--- config.mk ---
export PLATFORM = sky130hd
export DESIGN_NAME = uart_rx_engine_flat
export DESIGN_NICKNAME = d
export VERILOG_FILES = /design/src/rtl/uart_rx_engine_if.sv /design/src/rtl/uart_rx_engine.sv /design/src/flat_wrapper.sv
export SDC_FILE = /design/constraint.sdc
export NUM_CORES = 1
export LEC_CHECK = 0
export ABC_AREA = 1
export BUFFER_PORTS_ARGS = -buffer_cell sky130_fd_sc_hd__buf_2
export CORE_MARGIN = 2
export CORE_UTILIZATION = 35
export DETAILED_ROUTE_END_ITERATION = 10
export GPL_ROUTABILITY_DRIVEN = 0
export REMOVE_ABC_BUFFERS = 1
export SETUP_SLACK_MARGIN = 0.02
export SLEW_MARGIN = 10
export SYNTH_ARGS = -nofsm -noshare
export SYNTH_HDL_FRONTEND = slang
export SYNTH_SLANG_ARGS = --single-unit
--- constraint.sdc ---
create_clock -name clock -period 2.6 [get_ports clock]
set_input_delay 0.13 -clock clock [delete_from_list [all_inputs] [get_ports clock]]
set_output_delay 0.13 -clock clock [all_outputs]
set_load 0.01 [all_outputs]
--- src/rtl/uart_rx_engine_if.sv ---
// Receive-side bus between uart_rx_engine and its consumer: FIFO head
// (data plus error flags), valid/ready pop handshake and occupancy.
interface uart_rx_engine_if #(
  parameter int DATA_W     = 8,
  parameter int FIFO_DEPTH = 16
);
  logic [DATA_W-1:0]           rx_data;
  logic                        rx_parity_err;
  logic                        rx_frame_err;
  logic                        rx_valid;
  logic                        rx_ready;
  logic [$clog2(FIFO_DEPTH):0] rx_level;

  modport master (
    output rx_data, rx_parity_err, rx_frame_err, rx_valid, rx_level,
    input  rx_ready
  );

  modport slave (
    input  rx_data, rx_parity_err, rx_frame_err, rx_valid, rx_level,
    output rx_ready
  );
endinterface

--- src/rtl/uart_rx_engine.sv ---
// uart_rx_engine: 16x-oversampled UART receiver with runtime frame format
// (5-8 data bits, none/even/odd parity, 1/2 stop bits) feeding a show-ahead
// FIFO whose entries are {frame_err, parity_err, data}.
// Optional build macro UART_RX_MAJORITY_EN: 2-of-3 majority vote over the
// samples at sc = 7/8/9 instead of a single sample at sc = 8.
//
// state     | meaning
// S_IDLE    | line idle, hunting for a low level on a tick
// S_START   | validating the start bit, latching the frame format
// S_DATA    | shifting data bits in, LSB first
// S_PARITY  | checking the parity bit
// S_STOP    | sampling stop bit(s), pushing the word at the final sample
// S_WAIT_IDLE | framing error with line still low; wait for the line to go high
module uart_rx_engine #(
  parameter int DATA_W     = 8,
  parameter int FIFO_DEPTH = 16,
  parameter int DIV_W      = 16
) (
  input  logic             clock,
  input  logic             reset,
  input  logic             rxd,
  input  logic [DIV_W-1:0] baud_div,
  input  logic [1:0]       data_bits,
  input  logic             parity_en,
  input  logic             parity_odd,
  input  logic             stop2,
  uart_rx_engine_if.master rx_bus,
  output logic             overrun
);
  localparam int AW = $clog2(FIFO_DEPTH);
  localparam int EW = DATA_W + 2;

  localparam logic [2:0] S_IDLE      = 3'd0;
  localparam logic [2:0] S_START     = 3'd1;
  localparam logic [2:0] S_DATA      = 3'd2;
  localparam logic [2:0] S_PARITY    = 3'd3;
  localparam logic [2:0] S_STOP      = 3'd4;
  localparam logic [2:0] S_WAIT_IDLE = 3'd5;

  logic             rxd_m, rxd_s;
  logic [DIV_W-1:0] div_cnt;
  logic             tick;
  logic [2:0]       state;
  logic [3:0]       sc;
  logic [2:0]       bit_idx;
  logic [7:0]       shreg;
  logic [1:0]       fmt_bits;
  logic             fmt_par, fmt_odd, fmt_stop2;
  logic             second_stop, par_err, frm_err;
  logic             push_q;
  logic [EW-1:0]    push_word;
  logic             sample_pt, bit_val, stop_err, last_bit;
  logic [7:0]       frame_data;

  // Two-flop synchroniser; idles high so reset never looks like a start bit.
  always_ff @(posedge clock) begin
    if (reset) begin
      rxd_m <= 1'b1;
      rxd_s <= 1'b1;
    end else begin
      rxd_m <= rxd;
      rxd_s <= rxd_m;
    end
  end

  assign tick = (div_cnt == baud_div);

  // Free-running 16x tick divider.
  always_ff @(posedge clock) begin
    if (reset) div_cnt <= '0;
    else if (tick) div_cnt <= '0;
    else div_cnt <= div_cnt + DIV_W'(1);
  end

`ifdef UART_RX_MAJORITY_EN
  logic s7, s8;

  // Hold the early samples so the vote can be taken at sc = 9.
  always_ff @(posedge clock) begin
    if (reset) begin
      s7 <= 1'b1;
      s8 <= 1'b1;
    end else if (tick) begin
      if (sc == 4'd7) s7 <= rxd_s;
      if (sc == 4'd8) s8 <= rxd_s;
    end
  end

  assign sample_pt = tick && (sc == 4'd9);
  assign bit_val   = (s7 & s8) | (s7 & rxd_s) | (s8 & rxd_s);
`else
  assign sample_pt = tick && (sc == 4'd8);
  assign bit_val   = rxd_s;
`endif

  // Data enters at the MSB, so an N-bit frame is right-aligned by 8-N.
  assign frame_data = shreg >> (2'd3 - fmt_bits);
  assign last_bit   = (bit_idx == {1'b1, fmt_bits});
  assign stop_err   = frm_err | ~bit_val;

  // Frame sequencer; everything moves on the 16x tick.
  always_ff @(posedge clock) begin
    if (reset) begin
      state       <= S_IDLE;
      sc          <= '0;
      bit_idx     <= '0;
      shreg       <= '0;
      fmt_bits    <= '0;
      fmt_par     <= 1'b0;
      fmt_odd     <= 1'b0;
      fmt_stop2   <= 1'b0;
      second_stop <= 1'b0;
      par_err     <= 1'b0;
      frm_err     <= 1'b0;
      push_q      <= 1'b0;
      push_word   <= '0;
    end else begin
      push_q <= 1'b0;
      if (tick) begin
        sc <= sc + 4'd1;
        case (state)
          S_IDLE: begin
            sc <= '0;
            if (!rxd_s) state <= S_START;
          end
          S_START: begin
            if (sample_pt) begin
              if (bit_val) begin
                state <= S_IDLE;
              end else begin
                fmt_bits    <= data_bits;
                fmt_par     <= parity_en;
                fmt_odd     <= parity_odd;
                fmt_stop2   <= stop2;
                shreg       <= '0;
                bit_idx     <= '0;
                par_err     <= 1'b0;
                frm_err     <= 1'b0;
                second_stop <= 1'b0;
              end
            end else if (sc == 4'hf) begin
              state <= S_DATA;
            end
          end
          S_DATA: begin
            if (sample_pt) shreg <= {bit_val, shreg[7:1]};
            if (sc == 4'hf) begin
              bit_idx <= bit_idx + 3'd1;
              if (last_bit) state <= fmt_par ? S_PARITY : S_STOP;
            end
          end
          S_PARITY: begin
            if (sample_pt) par_err <= ((^shreg) ^ bit_val) != fmt_odd;
            if (sc == 4'hf) state <= S_STOP;
          end
          S_STOP: begin
            if (sample_pt) begin
              if (fmt_stop2 && !second_stop) begin
                frm_err <= stop_err;
              end else begin
                push_q    <= 1'b1;
                push_word <= {stop_err, par_err, DATA_W'(frame_data)};
                state     <= (stop_err && !rxd_s) ? S_WAIT_IDLE : S_IDLE;
              end
            end else if (sc == 4'hf) begin
              second_stop <= 1'b1;
            end
          end
          S_WAIT_IDLE: begin
            if (rxd_s) state <= S_IDLE;
          end
          default: state <= S_IDLE;
        endcase
      end
    end
  end

  logic [EW-1:0] mem [FIFO_DEPTH];
  logic [AW-1:0] wr_ptr, rd_ptr;
  logic [AW:0]   count;
  logic          full, pop, do_push;
  logic [EW-1:0] head;

  assign full    = (count == (AW+1)'(FIFO_DEPTH));
  assign pop     = rx_bus.rx_valid & rx_bus.rx_ready;
  // A pop in the same cycle frees the slot, so a full FIFO still accepts.
  assign do_push = push_q & (~full | pop);

  // FIFO storage, no reset needed.
  always_ff @(posedge clock) begin
    if (do_push) mem[wr_ptr] <= push_word;
  end

  // FIFO pointers, occupancy and overrun pulse.
  always_ff @(posedge clock) begin
    if (reset) begin
      wr_ptr  <= '0;
      rd_ptr  <= '0;
      count   <= '0;
      overrun <= 1'b0;
    end else begin
      if (do_push) wr_ptr <= wr_ptr + AW'(1);
      if (pop) rd_ptr <= rd_ptr + AW'(1);
      case ({do_push, pop})
        2'b10:   count <= count + (AW+1)'(1);
        2'b01:   count <= count - (AW+1)'(1);
        default: count <= count;
      endcase
      overrun <= push_q & full & ~pop;
    end
  end

  assign head                 = mem[rd_ptr];
  assign rx_bus.rx_valid      = (count != '0);
  assign rx_bus.rx_level      = count;
  assign rx_bus.rx_data       = rx_bus.rx_valid ? head[DATA_W-1:0] : '0;
  assign rx_bus.rx_parity_err = rx_bus.rx_valid & head[DATA_W];
  assign rx_bus.rx_frame_err  = rx_bus.rx_valid & head[DATA_W+1];
endmodule
--- src/flat_wrapper.sv ---
// flat-port wrapper written by rule: the top's interface ports become plain ports
module uart_rx_engine_flat 
#(
  parameter int DATA_W     = 8,
  parameter int FIFO_DEPTH = 16,
  parameter int DIV_W      = 16
)
  (clock, reset, rxd, baud_div, data_bits, parity_en, parity_odd, stop2, overrun, rx_bus_rx_data, rx_bus_rx_parity_err, rx_bus_rx_frame_err, rx_bus_rx_valid, rx_bus_rx_level, rx_bus_rx_ready);
  uart_rx_engine_if #(.DATA_W(DATA_W), .FIFO_DEPTH(FIFO_DEPTH)) rx_bus_i ();
  input  logic clock;
  input  logic reset;
  input  logic rxd;
  input  logic [DIV_W-1:0] baud_div;
  input  logic [1:0] data_bits;
  input  logic parity_en;
  input  logic parity_odd;
  input  logic stop2;
  output logic overrun;
  output wire logic [$bits(rx_bus_i.rx_data)-1:0] rx_bus_rx_data;
  output wire logic [$bits(rx_bus_i.rx_parity_err)-1:0] rx_bus_rx_parity_err;
  output wire logic [$bits(rx_bus_i.rx_frame_err)-1:0] rx_bus_rx_frame_err;
  output wire logic [$bits(rx_bus_i.rx_valid)-1:0] rx_bus_rx_valid;
  output wire logic [$bits(rx_bus_i.rx_level)-1:0] rx_bus_rx_level;
  input wire logic [$bits(rx_bus_i.rx_ready)-1:0] rx_bus_rx_ready;
  assign rx_bus_rx_data = rx_bus_i.rx_data;
  assign rx_bus_rx_parity_err = rx_bus_i.rx_parity_err;
  assign rx_bus_rx_frame_err = rx_bus_i.rx_frame_err;
  assign rx_bus_rx_valid = rx_bus_i.rx_valid;
  assign rx_bus_rx_level = rx_bus_i.rx_level;
  assign rx_bus_i.rx_ready = rx_bus_rx_ready;
  uart_rx_engine #(.DATA_W(DATA_W), .FIFO_DEPTH(FIFO_DEPTH), .DIV_W(DIV_W)) u_core (.clock(clock), .reset(reset), .rxd(rxd), .baud_div(baud_div), .data_bits(data_bits), .parity_en(parity_en), .parity_odd(parity_odd), .stop2(stop2), .rx_bus(rx_bus_i), .overrun(overrun));
endmodule
# == After elaboration in Yosys (flattened, before gate mapping) ==
# Memory sizes are Yosys's and may differ from the RTL's. A register that Yosys moved wholly into a read port is not among the register bits.
# Index checks and enable logic that the tools add are counted.
# word_totals
memories,1
ramBits,160
register_bits,69
elab_cells,133
out_inout_bits,17
inputBits,25
# classes
n_shift,1
add_sub_neg,8
muxes,38
bitwise,16
reduce_logical,22
n_eq_ne,27
# memory_table
name,words,word_bits,rd,rd_ports_with_merged_regs,wr,line,source
u_core.mem,16,10,1,1,1,uart_rx_engine.sv:178,logic [EW-1:0] mem [FIFO_DEPTH];
# op_table
operator,n
two-way mux 3 bit,14
two-way mux 8 bit,4
"inequality test 2 x 1 -> 1 bit, second input constant",9
case mux 3 bit (6 select lines),1
"adder 16 x 1 -> 16 bit, second input constant",1
== test 16 bit,1
case mux 8 bit (2 select lines),1
AND reduction 5 bit,3
"adder 4 x 1 -> 4 bit, second input constant",3
two-way mux 4 bit,3
AND reduction 6 bit,2
two-way mux 1 bit,10
case mux 5 bit (2 select lines),1
"== test 4 bit, second input constant",2
"inequality test 2 bit, second input constant",4
AND reduction 4 bit,2
AND reduction 8 bit,1
nonzero test 2 bit,4
XOR reduction 8 bit,1
>> shifter 8 x 2 -> 8 bit,1
NOT 1 bit,7
AND 1 bit,6
"== test 3 x 2 -> 1 bit, second input constant",2
"== test 3 bit, second input constant",2
21 further kinds,27

# == Longest topological paths before layout ==
# logic_depth
word_depth,7
mapped_depth,16
ltp_nobuf,16

# == Least setup slack after synthesis ==
# OpenSTA, ideal clock, no wires.
# synth_path
kind,register to register
start,register u_core.count[1] (netlist: u_core.rx_bus.rx_level[1])
end,register u_core.count[4] (netlist: u_core.rx_bus.rx_level[4])
path_buffers,0
path_slack_ns,0.233
setup_time_ns,0.070
stages_incl_launch_ff,16
arrival_ns,2.297
period_less_slack_ns,2.367
t_required_ns,2.530
cell_sequence,dfxtp_1 > nor2_1 > nand3_1 > nor3b_1 > nor2_1 > inv_1 > ha_1 > xor2_1 > ha_1 > a21o_1 > nand2_1 > nand2_1 > a21oi_1 > xor2_1 > nand2_1 > a21oi_1
# synth_between
elab_chain_cells,6
word_cells_on_any_way,12
cone_classes,add/sub (2); eq/ne (3); mux (1); bitwise (4); reduce/logical (2)
# synth_rtl
element,line,source
start: declaration,uart_rx_engine.sv:180,logic [AW:0] count;
start signal: assignment,uart_rx_engine.sv:205,2'b10: count <= count + (AW+1)'(1);
start signal: assignment,uart_rx_engine.sv:206,2'b01: count <= count - (AW+1)'(1);
start signal: assignment,uart_rx_engine.sv:207,default: count <= count;
nonzero test 5 bit / == test 5 bit (equally long branches),"uart_rx_engine.sv:214, uart_rx_engine.sv:184",
AND 1 bit / NOT 1 bit (equally long branches),"uart_rx_engine.sv:185, uart_rx_engine.sv:187",
OR 1 bit,uart_rx_engine.sv:187,assign do_push = push_q & (~full | pop);
AND 1 bit,uart_rx_engine.sv:187,
== test 2 x 1 -> 1 bit / == test 2 bit (equally long branches),uart_rx_engine.sv:204,"case ({do_push, pop})"
case mux 5 bit (2 select lines) / nonzero test 2 bit (equally long branches),n/a,
# Several ways; a longest one is shown, not always the timed one.
# A chain may end at the register's enable or synchronous reset.

# == Worst setup path in the final report ==
# Ends and elaborated chain as after synthesis.

==> run metrics <==
CTS Buf Count=23; worst-skew pair later-pin latency=between 0.5 and 0.6 ns; sw frac=30.7%; RSZ-0062 raised after global routing=yes; critical path class=flip-flop to flip-flop; period utilization=just over 90%; CTS Root Cell=clkbuf_16; sw power=around 2.9 mW; Pint=between 6 and 7 mW; GR Util All Layers=between 10% and 20%; Tightest Pin Transition=between 0.8 and 0.9 ns; GR peak layer=met2; Remaining Overflow, GRT=0; fin area=11900 µm²; Synth Flop Type=edfxtp_1; most frequent cells in the layout=186 x nor2_1, 160 x edfxtp_1, 136 x nand2_1; Wirelength per Cell=15.5 µm; Arr. time, crit path=2.86 ns; Die W=175 µm; setup skew after layout=between 0.01 and 0.015 ns; first-pass GRT wire length=between 30000 and 40000 µm; vias post-DR=7534; placed instance count=around 1.5k; Hold WC Path Type=input port to flip-flop; pre-CTS setup slack=between 0.1 and 0.15 ns; Mapped Cells=between 1k and 1.5k; startpoint types=flip-flop; Initial DRT Pass Iterations=5; effective utilization at floorplan=~36%; Sequential Power Share=43.3%; power share of the clock group=between 30% and 40%; final setup margin=about 0.18 ns; Reg clk slew, reported paths=0.06 ns; Die Height=between 150 and 200 µm; initial DRC count=between 500 and 600; TritonCTS Sinks=233; outcome=finished clean; row count=62; met2 Track Usage GR=between 20% and 30%; peak supply drop=roughly 0.45 mV; Layout Cells excl Fill=roughly 1.5k; clk buf depth=3; number of fill cells=between 2k and 3k; Synth cell types=between 40 and 50; Required @ worst endpoint=between 3 and 4 ns; port bufs=a little over 40; multi-input logic area=between 3000 and 4000 µm²; post-DP HPWL=~15000 µm; Setup crit end kind=flip-flop; Reg area=roughly 6300 µm²; pin count of the biggest net entering global routing=75; Leak=approximately 4.2 nW; Yosys warning total=0; met3 usage=2.81%; number of routed nets with antenna violations=0; Residual DRC=0; Core Box Area=28800 µm²; maxcap violations=0; initial antenna violation count=1; Hold Vio Cnt, Final=0; Seq/Total Area, Yosys=61.0%; vias per cell=~5.0; combinational power share=between 20 and 25%; synthesized area=10300 µm²; I/O Pins=42; CTS tree=yes; number of synthesized flops with an enable pin=160; power density cells=about 800 nW/µm²; most common cell after layout, fill and taps aside=nor2_1; Total Wirelength=23400 µm; Final #Nets=between 1k and 1.5k; Tmin final=2.42 ns; slew margin rel.=between 40% and 50%; vias in the first global route=between 7k and 8k; crit-path max FO=6; setup TNS=0 ns; Diodes inserted=0; H-tree Lvls=1; Post-DP Area=around 11000 µm²; Peak Freq=between 0.4 and 0.5 GHz; max-slew violation count=0; async set or reset register ratio after synthesis=0%; Mean Syn Cell Area=roughly 9.8 µm²; Seq cells post-synth=233; Area Growth Syn to Fin=15.6%; met1 usage=between 20% and 30%; final setup fails=0; share of cells above drive strength 1=12.2%; Die ar.=between 30000 and 40000 µm²
==> power groups by stage <==
stage               Clock [mW]  Sequential [mW]  Combinational, mW
floorplan                    0             4.25               1.14
global placement             0             4.13               2.12
detailed placement           0             4.14               2.13
CTS                       3.13             4.06               2.15
global route              3.27             4.08               2.54
finish                    3.06             4.08               2.27
==> per-layer routing <==
layer  part of all wire [%]  wire length, µm
met1                     47            10900
met2                     46            10700
met3                    5.7             1340
met4                    1.9              454
met5                      0                0
==> flip-flops by register name, summed over array words and instances (netlist names), 2 cells and up, named ones only <==
signal,count
u_core.mem,160
u_core.div_cnt,16
u_core.push_word,10
u_core.shreg,8
u_core.rx_bus.rx_level,5
u_core.rd_ptr,4
u_core.sc,4
u_core.wr_ptr,4
u_core.bit_idx,3
u_core.state,3
u_core.fmt_bits,2
==> logic make-up after synthesis <==
| kind of cell | Yosys count | share of synthesized area [%] |
|---|---|---|
| buf+inv | 139 | 5.17 |
| xor+xnor | 23 | 1.96 |
| mux | 2 | 0.195 |
| compound gates | 239 | 13.5 |
| flops | 233 | 61.0 |
| simple gates | 401 | 16.7 |
| fa+ha+maj | 13 | 1.58 |
==> through the flow <==
stage / total power, mW / util (%) / hold slack [ns]
after CTS: 9.34 / 41.0 / 0.0582
after global routing: 9.89 / 41.3 / 0.0841
after floorplan: 5.39 / - / 0.199
after global placement: 6.25 / 38.4 / 0.324
after detailed placement: 6.27 / 38.4 / 0.317
final: 9.40 / 41.3 / 0.0758
==> critical path, cell delays in order (launching register included) <==
cell     delay (ns)
dfxtp_1        0.36
nor2_1         0.11
nand3_1        0.14
nor3b_2        0.23
nor2_1         0.08
inv_1          0.17
ha_4           0.20
xor2_1         0.09
ha_1           0.19
a21o_1         0.17
nand2_1        0.08
nand2_1        0.06
a21oi_2        0.13
xor2_1         0.16
nand2_1        0.06
a21oi_1        0.12
==> Yosys cell counts (3+ instances only) <==
| cell type | n | area [µm²] |
|---|---|---|
| ha_1 | 13 | 163 |
| inv_2 | 8 | 30.0 |
| buf_2 | 6 | 30.0 |
| or2_2 | 3 | 18.8 |
| dfxtp_1 | 73 | 1460 |
| o221ai_1 | 26 | 228 |
| a21oi_1 | 55 | 275 |
| nor2_4 | 5 | 56.3 |
| o21ai_0 | 126 | 631 |
| clkinv_1 | 3 | 11.3 |
| nand2_1 | 136 | 510 |
| nand4_1 | 6 | 37.5 |
| o211ai_1 | 3 | 22.5 |
| edfxtp_1 | 160 | 4800 |
| xor2_1 | 13 | 114 |
| nor2_1 | 187 | 702 |
| o22ai_1 | 14 | 87.6 |
| nand2_2 | 3 | 18.8 |
| nor3_1 | 7 | 35.0 |
| nand3_1 | 43 | 215 |
| nor3b_1 | 4 | 30.0 |
| o21ai_1 | 3 | 15.0 |
| clkbuf_1 | 35 | 131 |
| inv_1 | 85 | 319 |
| o2111ai_1 | 6 | 52.6 |
| xnor2_1 | 10 | 87.6 |
==> what timing repair did <==
item,CTS,global route
hold buffers,7,0
resized for setup,0,10
endpoints found under the hold margin,9,0
endpoints found under the setup margin,0,8
setup buffers,0,1
==> path summary, 6_finish.rpt <==
path | cells after the start | startpoint | slack, ns | endpoint
worst max-delay path | 15 | u_core.rx_bus.rx_level[1] | 0.18 | u_core.rx_bus.rx_level[4]
worst min-delay path | 3 | reset | 0.08 | u_core.shreg[7]
worst max register to register | 15 | u_core.rx_bus.rx_level[1] | 0.18 | u_core.rx_bus.rx_level[4]
worst min register to register | 1 | u_core.rxd_m | 0.41 | u_core.bit_val
==> area by class of cell <==
class / instances / area share, %
flip-flops and latches: 233 / 52.8
multi-input cells: 678 / 29.6
clock buffers: 30 / 5.07
repair buffers: 82 / 4.89
well taps: 384 / 4.04
inverters: 97 / 3.09
clock inverters: 8 / 0.569
No activity file was read; power rests on OpenSTA's default activity.
